`src/rtl/seq_divider.sv`:
```
// seq_divider: iterative radix-2 restoring divider, one quotient bit per
// clock. Unsigned WIDTH_N-bit dividend by WIDTH_D-bit divisor, start/done
// handshake, divide-by-zero flag.
// Optional build macro SEQ_DIVIDER_SELFCHECK_EN adds a q*y+r==x check on
// every completed operation and a sticky chk_err output.
module seq_divider #(
   parameter int WIDTH_N = 8,
   parameter int WIDTH_D = 4
) (
   input  logic               clk,
   input  logic               rst,
   input  logic               start,
   input  logic [WIDTH_N-1:0] x,
   input  logic [WIDTH_D-1:0] y,
   output logic               busy,
   output logic               done,
   output logic [WIDTH_N-1:0] q,
   output logic [WIDTH_D-1:0] r,
`ifdef SEQ_DIVIDER_SELFCHECK_EN
   output logic               dz,
   output logic               chk_err
`else
   output logic               dz
`endif
);

   localparam int CW = (WIDTH_N > 2) ? $clog2(WIDTH_N) : 1;

   typedef enum logic [1:0] {IDLE, RUN, FIN} state_t;

   state_t             state;
   logic [WIDTH_D-1:0] y_reg;     // captured divisor
   logic [WIDTH_D-1:0] pr;        // partial remainder, always < y_reg
   logic [WIDTH_N-1:0] sn;        // dividend bits still to be shifted in
   logic [WIDTH_N-1:0] qs;        // quotient under construction
   logic [CW-1:0]      count;     // iteration index 0..WIDTH_N-1
   logic               dz_pend;   // current operation has a zero divisor
   logic [WIDTH_D:0]   t;         // trial value {pr, next dividend bit}
   logic [WIDTH_D:0]   diff;      // t - y in WIDTH_D+1 bits
   logic               take;      // t >= y: subtract and emit a 1

   // Trial subtraction. Because pr < y, t <= 2y-1, so a non-negative
   // difference always fits in WIDTH_D bits and the top bit of diff is
   // exactly the borrow: it doubles as the t>=y comparator.
   always_comb begin
      t    = {pr, sn[WIDTH_N-1]};
      diff = t - {1'b0, y_reg};
      take = ~diff[WIDTH_D];
   end

`ifdef SEQ_DIVIDER_SELFCHECK_EN
   logic [WIDTH_N-1:0]         x_reg;
   logic [WIDTH_N+WIDTH_D-1:0] recon;
   logic                       mismatch;

   // Reconstruct the dividend from the finished quotient and remainder.
   always_comb begin
      recon    = (WIDTH_N+WIDTH_D)'(qs) * (WIDTH_N+WIDTH_D)'(y_reg)
               + (WIDTH_N+WIDTH_D)'(pr);
      mismatch = (recon != (WIDTH_N+WIDTH_D)'(x_reg));
   end
`endif

   // Control FSM and datapath; all outputs are registered.
   always_ff @(posedge clk or posedge rst) begin
      if (rst) begin
         state   <= IDLE;
         y_reg   <= '0;
         pr      <= '0;
         sn      <= '0;
         qs      <= '0;
         count   <= '0;
         dz_pend <= 1'b0;
         busy    <= 1'b0;
         done    <= 1'b0;
         q       <= '0;
         r       <= '0;
         dz      <= 1'b0;
`ifdef SEQ_DIVIDER_SELFCHECK_EN
         x_reg   <= '0;
         chk_err <= 1'b0;
`endif
      end else begin
         case (state)
            IDLE: begin
               done <= 1'b0;
               if (start) begin
                  y_reg   <= y;
                  sn      <= x;
                  count   <= '0;
                  busy    <= 1'b1;
                  dz_pend <= (y == '0);
`ifdef SEQ_DIVIDER_SELFCHECK_EN
                  x_reg   <= x;
`endif
                  if (y == '0) begin
                     // Zero divisor: preload the fixed result and skip RUN.
                     pr    <= x[WIDTH_D-1:0];
                     qs    <= '1;
                     state <= FIN;
                  end else begin
                     pr    <= '0;
                     qs    <= '0;
                     state <= RUN;
                  end
               end
            end
            RUN: begin
               sn    <= sn << 1;
               qs    <= {qs[WIDTH_N-2:0], take};
               pr    <= take ? diff[WIDTH_D-1:0] : t[WIDTH_D-1:0];
               count <= count + 1'b1;
               if (count == CW'(WIDTH_N-1))
                  state <= FIN;
            end
            FIN: begin
               q     <= qs;
               r     <= pr;
               dz    <= dz_pend;
               done  <= 1'b1;
               busy  <= 1'b0;
               state <= IDLE;
`ifdef SEQ_DIVIDER_SELFCHECK_EN
               if (mismatch && !dz_pend)
                  chk_err <= 1'b1;
`endif
            end
            default: begin
               state <= IDLE;
               busy  <= 1'b0;
               done  <= 1'b0;
            end
         endcase
      end
   end

endmodule

```
`config.mk`:
```
export PLATFORM = sky130hd
export DESIGN_NAME = seq_divider
export DESIGN_NICKNAME = d
export VERILOG_FILES = /design/src/rtl/seq_divider.sv
export SDC_FILE = /design/constraint.sdc
export NUM_CORES = 1
export LEC_CHECK = 0
export ABC_AREA = 1
export BUFFER_PORTS_ARGS = -buffer_cell sky130_fd_sc_hd__buf_2
export CORE_AREA = 4 4 78 80
export CTS_CLUSTER_SIZE = 14
export DETAILED_ROUTE_END_ITERATION = 8
export DIE_AREA = 0 0 82 84
export GPL_TIMING_DRIVEN = 0
export PLACE_DENSITY_LB_ADDON = 0.08
export SYNTH_ARGS = -nofsm -noshare
export SYNTH_HDL_FRONTEND = slang
export SYNTH_SLANG_ARGS = --single-unit
```
`constraint.sdc`:
```
create_clock -name clk -period 2.4 [get_ports clk]
set_input_delay 0.24 -clock clk [delete_from_list [all_inputs] [get_ports clk]]
set_output_delay 0.24 -clock clk [all_outputs]
set_load 0.05 [all_outputs]
```
==> results, run 1 <==
- The number of antenna violations at the first check in global routing came to 0.
- The detail-routed via count per cell is about 4.7.
- The share of synthesized cell area in and, or, nand and nor gates is 0.155.
- The first global-routing pass estimated 8050 µm of wire.
- The effective utilization at floorplan is 0.391.
- Counting every instance in the synthesized netlist gives 226.
- For this design the total switching power over the nets is 1.79 mW.
- The number of buffers created by CTS is 5.
- The switching share of power is 0.472.
- The wire-length estimate of the detail-placed layout is 3310 µm.
- The share of synthesized area in the top cell type comes to 0.533.
- Dividing the final minimum period by the clock period gives 0.823.
- The count of pins on the block boundary is 30.
- The combined area of all synthesized cells is approximately 0.0021 mm².
- Of all nets on the critical path, the largest fanout is 5.
- The number of max-slew violations in the final report is 0.
- The count of warnings emitted by yosys is 0.
- The net count after synthesis is 248.
- Among all flip-flop cells after synthesis, the most frequent one is sky130_fd_sc_hd__dfrtp_1.
- The TritonCTS clock tree is yes.
- For this run the aggregate overflow at the end of global routing stands at 0.
- The path type of the worst min-delay path is input pin to flip-flop.
- The leakage power of the design is around 1.3 nW.
- For the final routed database, the setup TNS stands at 0 ps.
- Dividing the detail-routed wire length by the instance count gives 13.4 µm.
- VDD sags by at most 0.000702 V.
- Setup repair after global routing left no endpoint under its margin.
- The cell sitting at the root of the clock tree is a sky130_fd_sc_hd__clkbuf_8.
- The die extent in x is 82 µm.
- By area, the combinational part of the netlist is dominated by simple AND/OR/NAND/NOR gates.
- At the pin with the least slew margin, the transition time is 517 ps.
- The most common cell in the netlist is sky130_fd_sc_hd__dfrtp_1.
- The share of the synthesized area in compound gates (AO/OA/AOI/OAI) is 0.147.
- The fraction of layout instances using a drive strength above 1 is 0.211.
- After the last flow step, the layout net total stands at 286.
- The via count of the first global-routing pass is 1622.
- For this run, asynchronously set or reset flops after synthesis account for 1.00.
- For this block, the routed nets add up to 4510 µm of wire.
- In the final layout, the registers with the most flip-flops are q (8), qs (8), sn (8).
- The run finished with clean final reports.
- The register share of total power is 0.334.
- Of the total power, the clock network draws 0.120.
- The commonest cells after synthesis are sky130_fd_sc_hd__dfrtp_1, sky130_fd_sc_hd__nand2_1, sky130_fd_sc_hd__inv_1.
- The number of DRC markers in iteration 0 is 60.
- The data arrival time of the worst path is 2160 ps.
- The die is approximately 84 µm tall.
- The pin count of the biggest net entering global routing is 34.
- For this run, the register share of the synthesized area comes to 0.533.
- The count of inserted antenna diode cells is 0.
- After clock tree synthesis, the clock-pin slew on the worst setup and hold paths is approximately 90 ps.
- CTS saw 45 sinks.
- The maximum level of the CTS H-tree is 2.
- The area of the core is 0.00541 mm².
- The worst path required time is 2590 ps.
- The xor/xnor share of the synthesized area is 0.00415.
- By area the synthesized netlist is led by sky130_fd_sc_hd__dfrtp_1, sky130_fd_sc_hd__nand2_1, sky130_fd_sc_hd__inv_1, sky130_fd_sc_hd__o21ai_0, sky130_fd_sc_hd__nand3_1.
- Port buffering added 29 buffers.
- The number of different library cells in the post-synthesis netlist is 28.
- The number of enable-type register cells in the synthesized netlist is 0.
- The worst-case setup margin in the final layout is 426 ps.
- The worst setup path is launched from a flip-flop.
- The count of maximum capacitance violations is 0.
- After layout, the minimum clock period comes to 1970 ps.
- The maximum clock insertion buffer count is 2.
- Detailed routing inserted a total of 1578 vias.
- The nature of the critical path endpoint is a flip-flop.
- The floorplan die area is 0.00689 mm².
- The critical path is of the flip-flop to flip-flop type.
- The combinational group share of total power is 0.546.
- Dividing total power by cell area gives a power density of 1540 mW/mm².
- The internal portion of the total power is 2.00 mW.
- A synthesized cell averages roughly 9.3 µm².
- The later pin in the worst-skew pair is clocked with a latency of 300 ps.
- The worst slew margin relative to its limit is 0.656.
- The total count of hold-check failures in the final report was 0.
- After detailed routing, the number of remaining DRC violations is 0.
- Derived from the worst setup path, the maximum achievable clock frequency is 507 MHz.
- The mux contribution to synthesized area is 0.0213.
- Before CTS, the worst setup slack after placement is 425 ps.
- The post-route clock skew is 8.87 ps.
- The congestion estimate from routability-driven global placement came to just over 0.8.
- Synthesis inferred 45 register bits.
- The count of standard-cell rows is 27.
- From synthesis to final layout, the design area changed by 16.5%.
- The global-route usage over all layers is 0.152.
- The setup-violating endpoint count in the final report is 0.
- Of the total synthesized cell area, the portion taken by full adders, half adders and majority gates is 0.0451.
- The count of antenna-violating nets left after detailed routing is 0.
- The detailed-routing iteration count for the pre-antenna-repair pass is 4.
- The cell accounting for the most synthesized area is sky130_fd_sc_hd__dfrtp_1.
- The worst slack on hold paths is 172 ps.
- The number of setup buffers added after CTS is 0.
## power by group through the flow
stage                     clock [mW]  combinational, mW  sequential, mW
after floorplan                    0               1.27            1.60
after global placement             0               2.08            1.28
after detailed placement           0               2.10            1.28
after CTS                      0.472               2.11            1.27
after global routing           0.509               2.34            1.31
final                          0.454               2.07            1.26
## worst max-delay path, stage by stage (launching register included)
cell and delay (ps):
sky130_fd_sc_hd__dfrtp_1 390, sky130_fd_sc_hd__ha_1 220, sky130_fd_sc_hd__fa_1 400, sky130_fd_sc_hd__inv_1 90, sky130_fd_sc_hd__nand2_1 50, sky130_fd_sc_hd__nand2_1 80
sky130_fd_sc_hd__nand3_1 150, sky130_fd_sc_hd__nand2_1 210, sky130_fd_sc_hd__nand3_1 100, sky130_fd_sc_hd__o211ai_1 120, sky130_fd_sc_hd__nand2_1 70
## cell usage in the layout, fill, tap and decap left out
master	n
sky130_fd_sc_hd__inv_1	35
sky130_fd_sc_hd__o21ai_0	24
sky130_fd_sc_hd__clkbuf_1	4
sky130_fd_sc_hd__buf_2	31
sky130_fd_sc_hd__nor2_4	1
sky130_fd_sc_hd__xor2_1	1
sky130_fd_sc_hd__nor2_2	3
sky130_fd_sc_hd__inv_2	2
sky130_fd_sc_hd__buf_6	3
sky130_fd_sc_hd__nand2_1	40
sky130_fd_sc_hd__buf_12	1
sky130_fd_sc_hd__mux2_2	4
sky130_fd_sc_hd__fa_1	1
sky130_fd_sc_hd__clkbuf_8	5
sky130_fd_sc_hd__dlygate4sd3_1	1
sky130_fd_sc_hd__ha_1	6
sky130_fd_sc_hd__nor3_1	4
sky130_fd_sc_hd__clkinv_1	2
sky130_fd_sc_hd__nand3b_1	1
sky130_fd_sc_hd__a211oi_2	4
sky130_fd_sc_hd__a22o_1	2
sky130_fd_sc_hd__a22oi_2	1
sky130_fd_sc_hd__o22ai_1	1
sky130_fd_sc_hd__o221ai_1	3
sky130_fd_sc_hd__nand4_1	1
sky130_fd_sc_hd__or2_1	1
sky130_fd_sc_hd__a21oi_1	11
sky130_fd_sc_hd__nand3_1	17
sky130_fd_sc_hd__o211ai_1	3
sky130_fd_sc_hd__clkinvlp_4	1
sky130_fd_sc_hd__nor2_1	6
sky130_fd_sc_hd__dfrtp_1	45
## metrics by stage
step	cell area, µm²	utilization	cells	total power, mW
2_1_floorplan	2110	-	226	2.88
3_3_place_gp	2350	0.434	327	3.36
3_5_place_dp	2370	0.438	328	3.38
4_1_cts	2460	0.455	337	3.85
5_1_grt	2460	0.455	337	4.16
6_report	2460	0.455	337	3.79
## cells by family (layout without fill, tap and decap cells)
group / Yosys count / after routing
buffers and inverters: 46 / 85
flip-flops: 45 / 45
AND/OR/NAND/NOR: 74 / 74
XOR/XNOR: 1 / 1
multiplexers: 4 / 4
adder cells (fa/ha/maj): 7 / 7
AO/OA/AOI/OAI: 49 / 49
## layer usage
metal	track usage	part of all wire	wire length, µm	vias up
met5	0	0	0	-
li1	-	-	-	816
met4	0.0453	0.014	65	0
met1	0.227	0.51	2290	738
met2	0.220	0.45	2040	18
met3	0.0292	0.027	120	6
## final timing paths
check                      slack [ps]              endpoint  cells after the start                  from
setup / recovery                  430     pr[3]$_DFFE_PP0P_                     10  y_reg[0]$_DFFE_PP0P_
hold / removal                    170  y_reg[3]$_DFFE_PP0P_                      3                  y[3]
setup reg to reg                  430     pr[3]$_DFFE_PP0P_                     10  y_reg[0]$_DFFE_PP0P_
hold reg to reg                   480      done$_DFFE_PP0N_                      2      done$_DFFE_PP0N_
max in group asynchronous        1500     sn[4]$_DFFE_PP0P_                      4                   rst
min in group asynchronous         430      r[0]$_DFFE_PP0P_                      3                   rst
## layout make-up
type,count,area [µm²]
Tap cell,72,90.1
Clock buffer,7,76.3
Inverter,39,146
Timing Repair Buffer,31,175
Multi-Input combinational cell,135,787
Fill cell,569,2950
Sequential cell,45,1130
Buffer,7,51.3
Clock inverter,1,7.51
## timing repair
item	in CTS	in global routing
hold buffers	1	0
resized for setup	0	0
hold endpoints to repair	12	0
No activity file was read; power rests on OpenSTA's default activity.
==> inputs of run 2 (changes only) <==
clock period = 2 ns   (was 2.4 ns; I/O delays follow)
==> run 2 against run 1 <==
Effect of this change:
- maximum frequency grew 7.6%
- sequential power grew 21%
- clock-buffer cell count is the same
- cell count is the same
- register-to-register slack lost 260 ps
- sequential share of layout area shrank 0.46 points
- power grew 22%
- flip-flop and latch count is the same
- critical path depth is the same
- combinational power grew 24%
- global-route usage is the same
==> results, run 2 (synthesized netlist as in run 1, its figures left out) <==
- The flow ran to the end, and the final reports show no timing, DRC or antenna violations.
- The clock passes through at most 2 buffers.
- The total negative slack is 0 ps.
- For the worst setup path, the data arrival time is approximately 2000 ps.
- CTS built an H-tree with a depth of 2.
- After the last flow step, the layout net total stands at around 290.
- Global routing finished with a remaining overflow of 0.
- Clock latency on the worst-skew pair, taken at its later pin, is ~300 ps.
- The cell type with the highest occurrence count on the critical path is sky130_fd_sc_hd__nand2_1.
- The initialized floorplan defines 27 standard-cell rows.
- Setup violations remaining at the end of the flow were counted as 0.
- Setup repair after global routing left no endpoint under its margin.
- The root buffer cell chosen for the clock tree is sky130_fd_sc_hd__clkbuf_8.
- The count of pins on the block boundary is 30.
- The pin count of the biggest net entering global routing is 34.
- The number of setup buffers added after CTS is 0.
- The number of max-slew violations in the final report is 0.
- TritonCTS built the clock tree.
- In this run the worst path has a maximum fanout of 5.
- In the routed design, unresolved DRC markers number 0.
- In the routed layout, each cell is associated on average with a via count of 4.69.
- The global-route usage over all layers is 0.152.
- On the final layout, the worst clock skew is between 8 and 9 ps.
- The master of the slowest instance on the critical path is sky130_fd_sc_hd__fa_1.
- Across the run, the number of max-cap violations was 0.
- The repair_antennas step left the layout with diodes totalling 0.
- The worst-case IR drop observed on VDD is 0.000856 V.
- The routed wirelength normalized by instance count is about 13 µm.
- The die extent in x is 82 µm.
- The vertical die dimension is 84 µm.
- In the final layout, the share of cells above drive strength 1 is 0.223.
- The detailed router placed 1580 vias in this run.
- The library cells used most frequently in the layout, excluding fill and tap cells, are sky130_fd_sc_hd__dfrtp_1, sky130_fd_sc_hd__nand2_1, sky130_fd_sc_hd__inv_1.
- The number of DRC markers in iteration 0 is 57.
- The worst setup path is launched from a flip-flop.
- The largest registers in the layout are q (8), qs (8), sn (8).
- The delay of the slowest cell on the worst path is 400 ps.
- The detailed-placement wirelength estimate is 3310 µm.
- The number of antenna violations at the first check in global routing came to 0.
- The floorplan die area is just under 0.007 mm².
- Based on the critical path, the design can be clocked at up to 545 MHz.
- The quantity of I/O buffers inserted on ports is 29.
- The count of antenna-violating nets left after detailed routing is 0.
- In this run the static leakage power is roughly 1.3 nW.
- Dividing total power by cell area gives a power density of ~1900 mW/mm².
- The critical path goes through ha_1 -> fa_1 -> inv_1 -> nand2_1 -> nand2_1 -> nand3_4 -> nand2_4 -> nand3_1 -> o211ai_1 -> nand2_1.
- The post-layout minimum cycle time is 1840 ps.
- Data on the critical path is required at its endpoint by roughly 2200 ps.
- The worst setup path is of the flip-flop to flip-flop kind.
- The via count of the first global-routing pass is 1622.
- Compared with the post-synthesis result, the final layout area differs by 17.7%.
- At the placement stage, the worst setup path has a slack of 25.3 ps.
- The path type of the worst min-delay path is input pin to flip-flop.
- The library cell used most frequently in the layout, excluding fill and tap cells, is sky130_fd_sc_hd__dfrtp_1.
- The total length of routed wires is 4510 µm.
- The number of buffers created by CTS is 5.
- In this run the tightest slew margin relative to its limit is 0.658.
- The post-route fraction of the period consumed by the critical path is 0.918.
- The first detailed-routing pass took 4 iterations.
- The congestion estimate from routability-driven global placement came to 0.818.
- Once routing completed, OpenROAD measured the worst setup slack at 165 ps.
- The number of buffers and inverters on the critical path is 1.
- The cell type group with the largest total delay on the critical path is adder cells.
- The clock drives 45 sinks.
- The area of the core is around 0.0054 mm².
- STA classifies the critical path endpoint as a flip-flop.
- The critical path runs through a total of 10 cells.
- After clock tree synthesis, the clock-pin slew on the worst setup and hold paths is 90 ps.
- The first global-routing pass estimated 8050 µm of wire.
- The total count of hold-check failures in the final report is 0.
- At the pin with the least slew margin, the transition time is 512 ps.
- For this configuration, the core starts out at a cell density of 0.391.
- Counting instances, the worst hold path has a depth of 3.
- For the worst flop-to-flop path, the logic depth is 10.
-- run 2: power breakdown --
| group | total [mW] | switching (mW) | internal (mW) |
|---|---|---|---|
| Combinational | 2.57 | 1.70 | 0.870 |
| Sequential | 1.52 | 0.201 | 1.32 |
| Clock | 0.545 | 0.298 | 0.247 |
| Total | 4.63 | 2.20 | 2.44 |
-- run 2: tightest hold or removal path: cells and delay by family --
family / cells / cell delay (ps)
buffers and inverters: 1 / 90
AO/OA/AOI/OAI: 1 / 60
AND/OR/NAND/NOR: 1 / 40
-- run 2: layout make-up --
| class | instances | area (µm²) |
|---|---|---|
| Fill cell | 566 | 2920 |
| Sequential cell | 45 | 1130 |
| Multi-Input combinational cell | 135 | 812 |
| Timing Repair Buffer | 31 | 175 |
| Inverter | 39 | 146 |
| Tap cell | 72 | 90.1 |
| Clock buffer | 7 | 76.3 |
| Buffer | 7 | 51.3 |
| Clock inverter | 1 | 7.51 |
-- run 2: timing repair --
action / in CTS / in global routing
endpoints found under the setup margin: 0 / 4
hold buffers: 1 / 0
endpoints found under the hold margin: 12 / 0
gates resized for setup: 0 / 5
-- run 2: path summary, 6_finish.rpt --
check | startpoint | to | slack (ps)
max in group asynchronous | rst | sn[4]$_DFFE_PP0P_ | 1140
worst min-delay path | y[3] | y_reg[3]$_DFFE_PP0P_ | 130
min in group asynchronous | rst | r[0]$_DFFE_PP0P_ | 390
worst min register to register | done$_DFFE_PP0N_ | done$_DFFE_PP0N_ | 480
worst max-delay path | y_reg[0]$_DFFE_PP0P_ | pr[3]$_DFFE_PP0P_ | 160
worst max register to register | y_reg[0]$_DFFE_PP0P_ | pr[3]$_DFFE_PP0P_ | 160
-- run 2: through the flow --
step | cell area [µm²] | hold slack, ps | cells | power (mW) | util
3_3_place_gp | 2350 | 424 | 327 | 4.03 | 0.434
3_5_place_dp | 2370 | 168 | 328 | 4.05 | 0.438
5_1_grt | 2480 | 151 | 337 | 5.09 | 0.460
2_1_floorplan | 2110 | 321 | 226 | 3.45 | -
4_1_cts | 2460 | 124 | 337 | 4.62 | 0.455
6_report | 2480 | 132 | 337 | 4.63 | 0.460
-- run 2: per-layer routing --
layer | vias up | track usage | routed length [µm]
met5 | - | 0 | 0
met4 | 0 | 0.0453 | 65
met3 | 6 | 0.0292 | 140
met2 | 20 | 0.220 | 2040
met1 | 738 | 0.227 | 2260
li1 | 816 | - | -
